--- src/rtl/led_matrix_pkg.sv ---
// Shared types and helpers for the LED matrix scanner and its framebuffer.
package led_matrix_pkg;

  typedef enum logic [1:0] {
    ST_IDLE   = 2'd0,
    ST_BLANK  = 2'd1,
    ST_ACTIVE = 2'd2
  } scanState_e;

  // Wide enough for any practical column count; modules slice what they need.
  localparam logic [31:0] COL_OFF = 32'hFFFF_FFFF;

  function automatic int unsigned slot_len(input int unsigned blank,
                                           input int unsigned sub,
                                           input int unsigned brtW);
    return blank + sub * (32'd1 << brtW);
  endfunction

endpackage

--- src/rtl/led_matrix_scan_fb.sv ---
// Double-buffered row framebuffer: write port into the back bank, swap
// handshake, and combinational read of the displayed (front) bank.
module led_fb_dbuf
  import led_matrix_pkg::*;
#(
  parameter int ROWS = 5,
  parameter int COLS = 5
) (
  input  logic                     iClk,
  input  logic                     iRst_n,
  input  logic                     iWe,
  input  logic [$clog2(ROWS)-1:0]  iWrRow,
  input  logic [COLS-1:0]          iWrData,
  input  logic                     iSwap,
  input  logic                     iSwapWindow,
  input  logic [$clog2(ROWS)-1:0]  iRdRow,
  output logic [COLS-1:0]          oRdData,
  output logic                     oSwapDone
);

  localparam int ROW_W = $clog2(ROWS);
  localparam logic [ROW_W:0] ROWS_CMP = (ROW_W+1)'(ROWS);

  logic [COLS-1:0] bankMem [2][ROWS];
  logic            frontSel;
  logic            pendQ;
  logic            pendEff;
  logic            swapAccept;
  logic            wrValid;

  // A request arriving on the window cycle itself is honoured immediately.
  assign pendEff    = pendQ | iSwap;
  assign swapAccept = pendEff & iSwapWindow;
  assign wrValid    = iWe & ({1'b0, iWrRow} < ROWS_CMP);

  always_ff @(posedge iClk or negedge iRst_n) begin
    if (!iRst_n) begin
      for (int r = 0; r < ROWS; r++) begin
        bankMem[0][r] <= '0;
        bankMem[1][r] <= '0;
      end
    end else if (wrValid) begin
      // Uses the pre-swap select, so a same-edge write lands in the old back bank.
      bankMem[~frontSel][iWrRow] <= iWrData;
    end
  end

  always_ff @(posedge iClk or negedge iRst_n) begin
    if (!iRst_n) begin
      frontSel  <= 1'b0;
      pendQ     <= 1'b0;
      oSwapDone <= 1'b0;
    end else begin
      frontSel  <= frontSel ^ swapAccept;
      pendQ     <= pendEff & ~swapAccept;
      oSwapDone <= swapAccept;
    end
  end

  assign oRdData = bankMem[frontSel][iRdRow];

endmodule

--- src/rtl/led_matrix_scan.sv ---
// Row-scanned LED matrix driver with per-row blanking and global PWM brightness.
//
//   state     | meaning
//   ----------+-------------------------------------------------------------
//   ST_IDLE   | scan disabled, outputs dark, swaps accepted every cycle
//   ST_BLANK  | row slot lead-in, all rows and columns off
//   ST_ACTIVE | current row driven, columns gated by PWM step < brightness
module led_matrix_scan
  import led_matrix_pkg::*;
#(
  parameter int ROWS  = 5,
  parameter int COLS  = 5,
  parameter int BLANK = 2,
  parameter int BRT_W = 2,
  parameter int SUB   = 1
) (
  input  logic                     iClk,
  input  logic                     iRst_n,
  input  logic                     iEn,
  input  logic [BRT_W-1:0]         iBright,
  input  logic                     iWe,
  input  logic [$clog2(ROWS)-1:0]  iWrRow,
  input  logic [COLS-1:0]          iWrData,
  input  logic                     iSwap,
  output logic [ROWS-1:0]          oRow,
  output logic [COLS-1:0]          oCol,
  output logic                     oFrameStart,
  output logic                     oSwapDone
);

  localparam int ROW_W  = $clog2(ROWS);
  localparam int SUB_W  = (SUB > 1) ? $clog2(SUB) : 1;
  localparam int SLOT   = int'(slot_len(BLANK, SUB, BRT_W));
  localparam int SLOT_W = $clog2(SLOT);

  localparam logic [SLOT_W-1:0] SLOT_LOAD = SLOT_W'(SLOT - 1);
  localparam logic [SLOT_W-1:0] BLANK_TC  = SLOT_W'(SLOT - BLANK);
  localparam logic [SUB_W-1:0]  SUB_LAST  = SUB_W'(SUB - 1);
  localparam logic [ROW_W-1:0]  ROW_LAST  = ROW_W'(ROWS - 1);
  localparam logic [COLS-1:0]   COL_DARK  = COL_OFF[COLS-1:0];

  scanState_e        state, stateNext;
  logic [ROW_W-1:0]  row, rowNext;
  logic [BRT_W-1:0]  step, stepNext;
  logic [SUB_W-1:0]  sub, subNext;
  logic [SLOT_W-1:0] slotCnt, slotNext;
  logic [BRT_W-1:0]  brightQ, brightNext;
  logic              frameStartNext;
  logic              frameBoundary;
  logic              swapWindow;
  logic [COLS-1:0]   frontRow;
  logic [ROWS-1:0]   rowOneHot;

  led_fb_dbuf #(
    .ROWS (ROWS),
    .COLS (COLS)
  ) uFb (
    .iClk        (iClk),
    .iRst_n      (iRst_n),
    .iWe         (iWe),
    .iWrRow      (iWrRow),
    .iWrData     (iWrData),
    .iSwap       (iSwap),
    .iSwapWindow (swapWindow),
    .iRdRow      (row),
    .oRdData     (frontRow),
    .oSwapDone   (oSwapDone)
  );

  always_ff @(posedge iClk or negedge iRst_n) begin
    if (!iRst_n) begin
      state   <= ST_IDLE;
      row     <= '0;
      step    <= '0;
      sub     <= '0;
      slotCnt <= '0;
      brightQ <= '0;
    end else begin
      state   <= stateNext;
      row     <= rowNext;
      step    <= stepNext;
      sub     <= subNext;
      slotCnt <= slotNext;
      brightQ <= brightNext;
    end
  end

  // slotCnt is a single down-counter spanning the whole row slot; BLANK_TC
  // marks the last blank cycle and zero marks the last PWM cycle.
  always_comb begin
    stateNext      = state;
    rowNext        = row;
    stepNext       = step;
    subNext        = sub;
    slotNext       = slotCnt;
    brightNext     = brightQ;
    frameStartNext = 1'b0;
    frameBoundary  = 1'b0;
    if (!iEn) begin
      stateNext = ST_IDLE;
      rowNext   = '0;
      stepNext  = '0;
      subNext   = '0;
      slotNext  = '0;
    end else begin
      case (state)
        ST_IDLE: begin
          stateNext      = ST_BLANK;
          rowNext        = '0;
          slotNext       = SLOT_LOAD;
          brightNext     = iBright;
          frameStartNext = 1'b1;
        end
        ST_BLANK: begin
          slotNext = slotCnt - SLOT_W'(1);
          if (slotCnt == BLANK_TC) begin
            stateNext = ST_ACTIVE;
            stepNext  = '0;
            subNext   = '0;
          end
        end
        ST_ACTIVE: begin
          slotNext = slotCnt - SLOT_W'(1);
          if (sub == SUB_LAST) begin
            subNext  = '0;
            stepNext = step + BRT_W'(1);
          end else begin
            subNext = sub + SUB_W'(1);
          end
          if (slotCnt == '0) begin
            stateNext = ST_BLANK;
            slotNext  = SLOT_LOAD;
            stepNext  = '0;
            subNext   = '0;
            if (row == ROW_LAST) begin
              rowNext        = '0;
              brightNext     = iBright;
              frameStartNext = 1'b1;
              frameBoundary  = 1'b1;
            end else begin
              rowNext = row + ROW_W'(1);
            end
          end
        end
        default: stateNext = ST_IDLE;
      endcase
    end
  end

  assign swapWindow = (state == ST_IDLE) | frameBoundary;
  assign rowOneHot  = ROWS'(1) << row;

  always_ff @(posedge iClk or negedge iRst_n) begin
    if (!iRst_n) begin
      oRow        <= '0;
      oCol        <= COL_DARK;
      oFrameStart <= 1'b0;
    end else begin
      oRow        <= (state == ST_ACTIVE) ? rowOneHot : '0;
      oCol        <= ((state == ST_ACTIVE) && (step < brightQ)) ? ~frontRow : COL_DARK;
      oFrameStart <= frameStartNext;
    end
  end

endmodule

--- config.mk ---
export PLATFORM = sky130hd
export DESIGN_NAME = led_matrix_scan
export DESIGN_NICKNAME = d
export VERILOG_FILES = /design/src/rtl/led_matrix_pkg.sv /design/src/rtl/led_matrix_scan_fb.sv /design/src/rtl/led_matrix_scan.sv
export SDC_FILE = /design/constraint.sdc
export NUM_CORES = 1
export LEC_CHECK = 0
export CAP_MARGIN = 20
export CORE_MARGIN = 4
export CORE_UTILIZATION = 35
export CTS_BUF_LIST = sky130_fd_sc_hd__clkbuf_8
export DETAILED_ROUTE_END_ITERATION = 8
export GPL_TIMING_DRIVEN = 0
export HOLD_SLACK_MARGIN = 0.1
export PLACE_DENSITY = 0.57
export SETUP_SLACK_MARGIN = 0.02
export SLEW_MARGIN = 15
export SYNTH_ARGS = -nofsm -noshare
export SYNTH_HDL_FRONTEND = slang
export SYNTH_SLANG_ARGS = --single-unit
export TNS_END_PERCENT = 1
--- constraint.sdc ---
create_clock -name iClk -period 3.1 [get_ports iClk]
set_input_delay 0.62 -clock iClk [delete_from_list [all_inputs] [get_ports iClk]]
set_output_delay 0.62 -clock iClk [all_outputs]
set_load 0.1 [all_outputs]
==> results of run 1 <==
==> worst paths after layout <==
check	start	end	slack, ns	cells after the start
worst max-delay path	oCol[1]	oCol[1]	0.50	1
worst min-delay path	iRst_n	uFb.bankMem[14]	0.21	1
worst max register to register	row[0]	brightQ[1]	0.66	7
worst min register to register	uFb.bankMem[49]	uFb.bankMem[49]	0.50	1
max in group asynchronous	iRst_n	row[1]	2.31	2
min in group iClk	uFb.bankMem[49]	uFb.bankMem[49]	0.50	1
==> metrics by stage <==
step	worst slack (ns)	setup TNS [ns]	total power, mW	hold WS, ns
6_report	0.496	0	3.68	0.209
4_1_cts	0.475	0	3.73	0.216
2_1_floorplan	1.16	0	2.60	0.324
3_5_place_dp	0.603	0	2.93	0.486
5_1_grt	0.449	0	3.93	0.223
3_3_place_gp	-1.31	-94.64	2.88	0.481
==> sequential cells by signal, indices dropped and copies added (netlist names) <==
name	cells
state	2
oRow	5
brightQ	2
uFb.frontSel	1
uFb.oSwapDone	1
uFb.bankMem	50
oCol	5
step	2
uFb.pendQ	1
slotCnt	3
row	3
oFrameStart	1
==> area by class of cell <==
type	instances	area (sq um)	share of cell area, %
multi-input cells	191	1720	39.4
well taps	136	170	3.90
clock inverters	7	85.1	1.95
plain buffers	15	88.8	2.04
flip-flops and latches	76	1910	43.7
inverters	9	33.8	0.774
clock buffers	9	124	2.84
repair buffers	22	235	5.39
==> cells in the mapped netlist (2+ instances only) <==
library cell  instances
buf_2                 2
nor3b_1               2
nor2_1               13
clkbuf_1              5
o21ai_0               8
o31ai_1               2
buf_1                 5
nor3_4                2
and2_1                7
nand2_1              10
a221oi_1              5
nand3_1               3
inv_1                 9
dfrtp_1              71
and3_1                4
ha_1                 11
o21ai_1               5
dfstp_2               5
nand3b_1              3
nor2b_1               8
a21oi_1               3
mux2_2               54
mux2i_1              16
mux4_1                4
o21a_1                8
nor2_2                2
buf_8                 2
nand2b_1              3
==> placed cells by master, fill, tap and decap left out, types with 3 or more instances in the layout <==
cell type        netlist  final
dfrtp_1               71     71
mux2_2                54     54
clkdlybuf4s50_1        0     20
mux2i_1               16     16
nor2_1                13     13
inv_1                  9     12
ha_1                  11     11
nand2_1               10     10
clkbuf_8               0      9
nor2b_1                8      8
o21a_1                 8      8
o21ai_0                8      8
and2_1                 7      7
clkbuf_1               5      5
a221oi_1               5      5
o21ai_1                5      5
buf_1                  5      5
dfstp_2                5      5
mux4_1                 4      4
and3_1                 4      4
nand3_1                3      3
nand3b_1               3      3
nand2b_1               3      3
a21oi_1                3      3
==> metal layers <==
metal / vias to the layer above / GRT usage [%] / wire (microns)
met5: - / 0 / 0
met4: 0 / 5.11 / 130
met3: 11 / 2.45 / 287
met2: 42 / 19.0 / 3350
met1: 1153 / 18.8 / 3850
li1: 1104 / - / -
==> power groups by stage <==
stage / sequential [mW] / clock (mW) / combinational (mW)
finish: 1.56 / 0.794 / 1.33
global route: 1.61 / 0.860 / 1.46
CTS: 1.56 / 0.824 / 1.35
detailed placement: 1.58 / 0 / 1.34
global placement: 1.56 / 0 / 1.31
floorplan: 1.63 / 0 / 0.961
==> kinds of logic after synthesis <==
group | share of synthesized area (%)
AOI/OAI and AO/OA | 6.54
xor gates and xnor gates | 0.467
adders and majority gates | 3.67
buffers and inverters | 3.27
DFF | 50.9
muxes | 23.9
and+or+nand+nor | 11.3
==> impl_metrics.csv, run 1 <==
group,metric,value,unit
die,start_util,36.2,%
setup_path,worstPathArrival,1.98,ns
timing,period_minus_slack,2.60,ns
yosys,synth-edff-count,0,
finish,final_core_util,42.1,%
pwr,leakage,1.88,nW
finish,area_growth,16.4,%
run_status,outcome,"completed",
timing,drv_slew,0,
yosys,async_reset_ff_share,100,%
pwr,switching_share,32.2,%
drt,vias,2310,
cts,clockBufferDepth,2,
die,die_area,12400,sq um
die,die_w,112,microns
grt,overflow,0,
drt,first_pass_iters,4,
finish,nets,350,
finish,n_fill_cell,1010,
die,placementRows,37,
drt,drc,0,
setup_path,slowest_delay,1.12,ns
timing,hold_viol_final,0,
cts,cts_sinks,76,
placed_design,place_area,4160,sq um
yosys,avgSynthCellArea,12.9,sq um
placed_design,place_hpwl,5.41,mm
yosys,yosys-top-cells-area,"dfrtp_1, mux2_2, mux2i_1",
pwr,power.internal,2.50,mW
setup_path,crit_required,2.48,ns
finish,diodes,0,
finish,drive_above_1_share,27.1,%
setup_path,slowest_stage,"clkdlybuf4s50_1",
grt,grt_antenna_before_repair,0,
pwr,clkPwrFrac,21.6,%
cts,cts_setup_buffers,0,
yosys,synth_area_leader_cell,"dfrtp_1",
cts,cts_resized,0,
yosys,yosys_warnings,0,
yosys,synth.distinct_cells,47,
die,coreArea,10400,sq um
timing,tightest_slew,0.968,ns
setup_path,crit_family,"buffers and inverters",
drt,drtAntennaViolNets,0,
finish,fin_area,4360,sq um
timing,slew_headroom,35.3,%
timing,fin_skew,0.0134,ns
finish,stdcell_count,465,
setup_path,startpoint_type,"register",
drt,wire_per_inst,16.4,microns
grt,grt_pass1_wl,12.7,mm
pwr,cellPowerDensity,844,nW/um^2
setup_path,crit_buf_inv,1,
placed_design,gp_congestion,0.770,
cts,cts_hold_buf,0,
placed_design,portBuffers,21,
cts,clk_pin_slew,0.08,ns
placed_design,dp_cells,449,
timing,setup_viol,0,
yosys,ys_seq_area_share,50.9,%
cts,cts_buffers,9,
pwr,comb_power_share,36.1,%
setup_path,cp_cell_sequence,"clkdlybuf4s50_1",
grt,grtUsageTotal,12.9,%
worst_hold_path,hold_class,"primary input to asynchronous set/reset pin",
die,die_y,112,microns
cts,cts_tree,"built",
drt,vias_per_cell,4.97,
timing,finalCritPeriodShare,84.0,%
cts,clk-insertion-delay-late,0.35,ns
timing,rsz0062_at_grt,"no",
cts,clk_root_buffer_cell,"clkbuf_8",
setup_path,crit_path_end_kind,"output pin",
setup_path,crit_type,"register to output pin",
drt,wirelength,7.62,mm
die,ios,27,
pwr,power.switching,1.18,mW
yosys,syn_nets,317,
yosys,netlist_instances,291,
setup_path,crit_fanout,1,
flow_run,cap_violations,0,
yosys,synth_area,3750,sq um
grt,grt_max_degree,46,
grt,grt_pass1_vias,2334,
pwr,p_seq_share,42.4,%
timing,fmax,0.384,GHz
cts,h-tree-depth,3,
yosys,ys_ff_latch,76,
yosys,synth_top_area_share,47.4,%
pwr,irDropWorstVdd,0.000360,V
drt,drt_iter0_markers,65,
yosys,ys.flop_type,"dfrtp_1",
No activity file was read; power rests on OpenSTA's default activity.
==> run 2, diff against run 1 <==
Settings changed: PLACE_DENSITY 0.57 to 0.59.
Clock period 3.1 ns to 2.2 ns, I/O delays scaled along.
==> impl_metrics.csv, run 2 (synthesized netlist as in run 1, its figures left out) <==
group,metric,value,unit
die,die_area,12400,sq um
timing,fin_skew,0.0110,ns
grt,overflow,0,
finish,drive_above_1_share,27.9,%
drt,drtAntennaViolNets,0,
setup_path,r2r-start,"row[0]",
timing,tightest_slew,0.960,ns
cts,cts_setup_buffers,0,
finish,top_regs,"uFb.bankMem x50, oCol x5, oRow x5",
pwr,cellPowerDensity,1160,nW/um^2
setup_path,worstPathArrival,1.70,ns
timing,setup_viol,0,
grt,top_usage_layer,"met2",
drt,first_pass_iters,4,
setup_path,slowest_delay,0.84,ns
cts,clk_root_buffer_cell,"clkbuf_8",
placed_design,place_area,4160,sq um
setup_path,crit_buf_inv,1,
setup_path,slowest_stage,"dlygate4sd2_1",
placed_design,place_hpwl,5.21,mm
grt,grtUsageTotal,12.2,%
die,die_w,112,microns
cts,cts_tree,"built",
run_status,outcome,"completed",
die,placementRows,37,
cts,h-tree-depth,3,
finish,largest_reg_flops,50,
timing,rsz0062_at_grt,"yes",
cts,cts_sinks,76,
cts,clk_pin_slew,0.07,ns
finish,final_cell_mix,"dfrtp_1, mux2_2, mux2i_1",
placed_design,portBuffers,21,
drt,drt_iter0_markers,108,
drt,wirelength,7.22,mm
grt,grt_use_met3,2.61,%
grt,gr-usage-met2,19.2,%
setup_path,crit_required,1.76,ns
finish,final_core_util,41.8,%
placed_design,gp_congestion,0.756,
pwr,leakage,1.89,nW
setup_path,cp_cell_sequence,"dlygate4sd2_1",
finish,diodes,0,
finish,area_growth,15.7,%
die,die_y,112,microns
setup_path,startpoint_type,"register",
setup_path,crit_path_end_kind,"output pin",
timing,finalCritPeriodShare,97.4,%
die,coreArea,10400,sq um
die,ios,27,
cts,cts_buffers,9,
grt,grt_pass1_vias,2334,
finish,nets,351,
grt,gr-usage-met1,16.6,%
finish,fin_area,4340,sq um
drt,vias,2306,
timing,slew_headroom,36.3,%
grt,grt_pass1_wl,12.1,mm
worst_hold_path,hp-start,"uFb.bankMem[20]",
die,start_util,36.2,%
timing,hold_viol_final,0,
finish,layout_commonest_cell,"dfrtp_1",
drt,vias_per_cell,4.95,
setup_path,crit_path_start,"oCol[2]",
drt,wire_per_inst,15.5,microns
timing,period_minus_slack,2.14,ns
flow_run,cap_violations,0,
worst_hold_path,hold_class,"register to register",
setup_path,crit_type,"register to output pin",
setup_path,crit_fanout,1,
cts,clockBufferDepth,2,
finish,regMostFlops,"uFb.bankMem",
grt,grt_antenna_before_repair,0,
pwr,irDropWorstVdd,0.000356,V
cts,clk-insertion-delay-late,0.35,ns
setup_path,crit_family,"buffers and inverters",
timing,drv_slew,0,
timing,fmax,0.467,GHz
drt,drc,0,
grt,grt_max_degree,53,
==> run 2: layout make-up <==
| cell class | count | area (sq um) |
|---|---|---|
| plain buffers | 15 | 92.6 |
| clock buffers | 11 | 151 |
| clock inverters | 5 | 28.8 |
| fillers | 998 | 6030 |
| inverters | 9 | 33.8 |
| multi-input cells | 191 | 1720 |
| flip-flops and latches | 76 | 1910 |
| well taps | 136 | 170 |
| repair buffers | 23 | 230 |
==> run 2: where the power goes <==
| group | switching (mW) | total, mW | internal [mW] |
|---|---|---|---|
| Combinational | 0.929 | 1.87 | 0.938 |
| Clock | 0.496 | 0.960 | 0.463 |
| Sequential | 0.257 | 2.20 | 1.94 |
==> run 2: stage by stage <==
step / instances / setup WS [ns] / power (mW) / hold slack (ns) / TNS [ns]
global placement: 448 / -1.94 / 4.06 / 0.481 / -143.05
detailed placement: 449 / -0.159 / 4.12 / 0.377 / -0.601
CTS: 466 / 0.0291 / 5.08 / 0.505 / 0
finish: 466 / 0.0572 / 5.03 / 0.501 / 0
global route: 466 / 0.0183 / 5.37 / 0.516 / 0
floorplan: 291 / 0.255 / 3.66 / 0.144 / 0
==> run 2: layer usage <==
| metal | share of wire, % | wire [microns] |
|---|---|---|
| met5 | 0 | 0 |
| met1 | 49 | 3520 |
| met4 | 1.4 | 98 |
| met3 | 2.7 | 196 |
| met2 | 47 | 3410 |
==> run 2: path summary, 6_finish.rpt <==
| kind | end | slack [ns] | cells past startpoint |
|---|---|---|---|
| worst max-delay path | oCol[2] | 0.06 | 1 |
| worst min-delay path | uFb.bankMem[20] | 0.50 | 1 |
| worst max register to register | brightQ[1] | 0.20 | 7 |
| worst min register to register | uFb.bankMem[20] | 0.50 | 1 |
| max in group asynchronous | uFb.bankMem[14] | 1.10 | 3 |
| min in group asynchronous | uFb.pendQ | 0.54 | 2 |
==> run 2: repair_timing <==
action                                 in CTS  in global routing
hold buffers                                1                  0
setup endpoints to repair                  14                  4
endpoints found under the hold margin      19                  0
resized for setup                          13                  3
==> run 3, diff against run 2 <==
Settings changed: CORE_UTILIZATION 35 to 50, CTS_CLUSTER_SIZE set to 30, PLACE_DENSITY 0.59 to 0.77.
==> impl_metrics.csv, run 3 (synthesized netlist as in run 1, its figures left out) <==
group,metric,value,unit
finish,top_regs,"uFb.bankMem x50, oCol x5, oRow x5",
cts,cts_setup_buffers,0,
finish,seq_area,1910,sq um
drt,vias,2310,
cts,cts_sinks,76,
placed_design,gp_congestion,0.847,
setup_path,crit_required,1.76,ns
drt,drc,0,
cts,clk_root_buffer_cell,"clkbuf_8",
grt,grt_antenna_before_repair,0,
cts,cts_tree,"built",
die,ios,27,
drt,vias_per_cell,5.38,
finish,drive_above_1_share,28.8,%
timing,setup_ws,0.0554,ns
die,die_area,8950,sq um
setup_path,slowest_delay,0.84,ns
die,start_util,51.7,%
cts,clk_pin_slew,0.08,ns
setup_path,crit_path_end_kind,"output pin",
grt,grt_max_degree,46,
placed_design,portBuffers,21,
die,coreArea,7250,sq um
grt,overflow,0,
finish,largest_reg_flops,50,
drt,drt_iter0_markers,93,
pwr,irDropWorstVdd,0.000331,V
cts,clockBufferDepth,2,
drt,wire_per_inst,16.2,microns
pwr,leakage,1.88,nW
placed_design,place_area,4100,sq um
timing,setup_viol,0,
setup_path,slowest_stage,"dlygate4sd2_1",
setup_path,cp_cell_sequence,"dlygate4sd2_1",
pwr,fin_total_pwr,5.03,mW
finish,regMostFlops,"uFb.bankMem",
setup_path,startpoint_type,"register",
setup_path,crit_family,"buffers and inverters",
grt,grtUsageTotal,17.4,%
cts,clk-insertion-delay-late,0.35,ns
drt,first_pass_iters,6,
timing,slew_headroom,34.9,%
pwr,cellPowerDensity,1170,nW/um^2
timing,tns,0,ns
finish,final_cell_mix,"dfrtp_1, mux2_2, mux2i_1",
timing,finalCritPeriodShare,97.5,%
cts,h-tree-depth,3,
drt,wirelength,6.96,mm
timing,period_minus_slack,2.14,ns
finish,area_growth,14.3,%
die,die_y,94.6,microns
setup_path,reg2reg_depth,7,
setup_path,crit_type,"register to output pin",
finish,n_fill_cell,598,
placed_design,dp_slack,-0.226,ns
grt,grt_pass1_wl,11.6,mm
die,placementRows,31,
drt,drtAntennaViolNets,0,
timing,drv_slew,0,
setup_path,crit_fanout,1,
worst_hold_path,hold_class,"register to register",
setup_path,worstPathArrival,1.70,ns
setup_path,crit_buf_inv,1,
timing,hold_viol_final,0,
setup_path,cp_num_cells,1,
finish,diodes,0,
timing,tightest_slew,0.981,ns
finish,multi_input_area,1720,sq um
timing,fin_skew,0.00855,ns
die,die_w,94.6,microns
worst_hold_path,whs_path_depth,1,
finish,nets,351,
timing,rsz0062_at_grt,"yes",
cts,cts_buffers,9,
finish,layout_commonest_cell,"dfrtp_1",
flow_run,cap_violations,0,
run_status,outcome,"completed",
placed_design,place_hpwl,4.96,mm
grt,grt_pass1_vias,2295,
timing,fmax,0.466,GHz
finish,fin_area,4290,sq um
## run 3: cell count changes in the layout (fill, tap and decap cells not counted)
cell	delta
clkbuf_4	-1
inv_1	-2
buf_12	+1
buf_2	+1
clkbuf_2	+1
dlygate4sd2_1	-3
buf_16	-1
clkdlybuf4s15_1	+2
clkinvlp_4	+2
## run 3: per-layer routing
metal  wire (microns)  GRT usage [%]
met1             3340           24.8
met4              102           6.49
met3              225           4.06
met2             3300           25.8
met5                0              0
## run 3: report_power, final
part | internal [mW] | switching (mW) | total (mW)
sequential | 1.94 | 0.257 | 2.20
clock | 0.471 | 0.521 | 0.992
combinational | 0.935 | 0.898 | 1.83
## run 3: worst paths after layout
path	start	end	slack, ns
worst max-delay path	oCol[3]	oCol[3]	0.06
worst min-delay path	uFb.bankMem[22]	uFb.bankMem[22]	0.50
worst max register to register	row[0]	brightQ[0]	0.10
worst min register to register	uFb.bankMem[22]	uFb.bankMem[22]	0.50
max in group asynchronous	iRst_n	oCol[2]	1.01
min in group asynchronous	iRst_n	uFb.bankMem[11]	0.56
## run 3: worst reg2reg max path, cell delays in order, from the launching register on
cell and delay, ns:
dfrtp_1 0.38, buf_2 0.26, inv_1 0.13, ha_1 0.24, and3_1 0.21, and2_1 0.18
o21ai_2 0.23, mux2_2 0.36
## run 3: through the flow
stage | utilization, % | hold slack, ns | cells
after floorplan | - | 0.144 | 291
final | 59.1 | 0.504 | 429
after CTS | 59.2 | 0.508 | 429
after global placement | 56.3 | 0.479 | 411
after global routing | 59.1 | 0.515 | 429
after detailed placement | 56.5 | 0.403 | 412
## run 3: cell type report
| type | count | area share, % |
|---|---|---|
| clock buffer | 11 | 3.53 |
| clock inverter | 5 | 0.846 |
| tap | 99 | 2.89 |
| sequential | 76 | 44.5 |
| multi-input combinational | 191 | 40.2 |
| inverter | 9 | 0.788 |
| buffer | 15 | 2.10 |
| timing repair buffer | 23 | 5.16 |
## run 3: repair_timing
item | CTS | global route
gates resized for setup | 17 | 2
setup endpoints to repair | 14 | 6
hold buffers | 1 | 0
hold endpoints to repair | 29 | 0
==> variant (settings of run 2) <==
Change the parameter `BLANK` from 2 to 8.
--- a/src/rtl/led_matrix_scan.sv
+++ b/src/rtl/led_matrix_scan.sv
@@ -10,7 +10,7 @@
 #(
   parameter int ROWS  = 5,
   parameter int COLS  = 5,
-  parameter int BLANK = 2,
+  parameter int BLANK = 8,
   parameter int BRT_W = 2,
   parameter int SUB   = 1
 ) (
Function: changed (Yosys sat finds a counterexample within 10 cycles, from zero or initial values and one cycle with iRst_n low).
==> variant against run 2 <==
- synthesized cell count is 1.0% lower
- clock skew shrank 0.73 ps
- power shrank 3.2%
- critical path depth did not move
- design area grew 1.2%
- synthesized area fell by 0.97%
- routed wire length grew 6.2%
- sequential cell count rose by 1
- worst setup slack got worse by 13 ps
- cell count up 0.21%
- clock power increased by 26%
- highest routed layer unchanged
==> variant: results (changes against run 2) <==
stage,metric,value,unit,change
placement,I/O Buffers,25,,was 21
detailed_routing,drt pass-1 iters,4,,unchanged
grt,largest net degree at the start of global routing,59,,was 53
placement,placed cells,450,,was 449
setup_path,Crit-path slowest cell,clkdlybuf4s15_1,,was dlygate4sd2_1
grt,GR Util All Layers,13.2,%,was 12.2%
synth,Cells after Synth,288,,was 291
setup_path,Max stage delay on crit path,820,ps,was 840 ps
synth,most instantiated cells after synthesis,"dfrtp_1 (72), mux2_2 (53), mux2i_1 (15)",,"was dfrtp_1 (71), mux2_2 (54), mux2i_1 (16)"
detailed_routing,vias per std cell,5.09,,was 4.95
grt,first-pass GRT wire length,12.6,mm,was 12.1 mm
setup_path,reg2reg setup slack,190,ps,
placement,GPL Wtd Cong,0.756,,about the same
outcome,status,"complete, no violations",,unchanged
detailed_routing,DR WL/cell,16.4,um,was 15.5 um
setup_path,reg2reg path depth,6,,was 7
sta,Worst Tran Pin Value,957,ps,was 960 ps
grt,vias in the first global route,2355,,"was 2,334"
detailed_routing,DR iter-0 viols,151,,was 108
setup_path,CP arrival,1720,ps,was 1700 ps
setup_path,"Largest delay share family, worst path",buffers and inverters,,unchanged
synth,"top cells by area, synth","dfrtp_1 (49%), mux2_2 (16%), mux2i_1 (4.0%)",,"was dfrtp_1 (47%), mux2_2 (16%), mux2i_1 (4.3%)"
finish,Layout fillers,978,,was 998
synth,Synth Net Count,313,,was 317
synth,sequential fraction of the synthesis area,52.1,%,was 50.9%
setup_path,r2r startpoint,row[1]$_DFFE_PN0P_,,was row[0]$_DFFE_PN0P_
synth,Synth cell types,46,,was 47
placement,DP HPWL,5.39,mm,was 5.21 mm
cts,worst skew pair latency,360,ps,
power,Leak,1.91,nW,was 1.89 nW
detailed_routing,routed wire length,7.66,mm,was 7.22 mm
finish,share of cells above drive strength 1,29.0,%,was 27.9%
power,maximum vdd drop,334,uV,was 356 uV
placement,placed standard-cell area,0.00416,mm2,about the same
sta,clk_skew,10.3,ps,was 11.0 ps
hold_path,min-delay worst type,in -> async,,was reg -> reg
variant: changes by cell type after synthesis, moves of 5 or more:
cell | before | now
o21ai_1 | 5 | 0
o21ai_0 | 8 | 14
buf_1 | 5 | 0
and2_1 | 7 | 2
variant: kinds of logic after synthesis:
| family | count (synthesis) | share of synthesized area (%) |
|---|---|---|
| multiplexers | 73 | 23.1 |
| AO/OA/AOI/OAI | 40 | 7.38 |
| adder cells (fa/ha/maj) | 10 | 3.37 |
| XOR/XNOR | 3 | 0.708 |
| flip-flops | 77 | 52.1 |
| AND/OR/NAND/NOR | 65 | 10.8 |
| buffers and inverters | 20 | 2.53 |
variant: metal layers:
layer  track usage, %  share of wire (%)  vias up
met3             2.35                3.0       14
met2             19.5                 47       39
met1             18.0                 48     1201
met5                0                  0        -
met4             7.64                2.1        0
li1                 -                  -     1123
variant: where the power goes:
part / internal, mW / switching (mW)
logic: 0.815 / 0.673
registers: 1.92 / 0.242
clock network: 0.693 / 0.520
variant: cell type report:
cell class                      count  area (um2)  share of cell area (%)
Multi-Input combinational cell    191        1690                    38.4
Tap cell                          136         170                    3.88
Clock inverter                      5        75.1                    1.71
Inverter                           10        37.5                   0.855
Sequential cell                    77        1930                    44.0
Buffer                             10        57.6                    1.31
Clock buffer                       11         151                    3.45
Timing Repair Buffer               27         278                    6.33
variant: stage by stage:
stage	worst slack (ps)	hold WS [ps]	total power, mW
2_1_floorplan	384	144	3.33
3_3_place_gp	-2040	483	3.65
3_5_place_dp	-90.1	349	3.71
4_1_cts	21.6	494	4.93
5_1_grt	4.67	516	5.16
6_report	44.2	507	4.87
variant: what timing repair did:
| action | 4_1_cts | 5_1_grt |
|---|---|---|
| resized for setup | 18 | 1 |
| setup endpoints to repair | 13 | 3 |
| endpoints found under the hold margin | 17 | 0 |
| hold buffers | 1 | 0 |
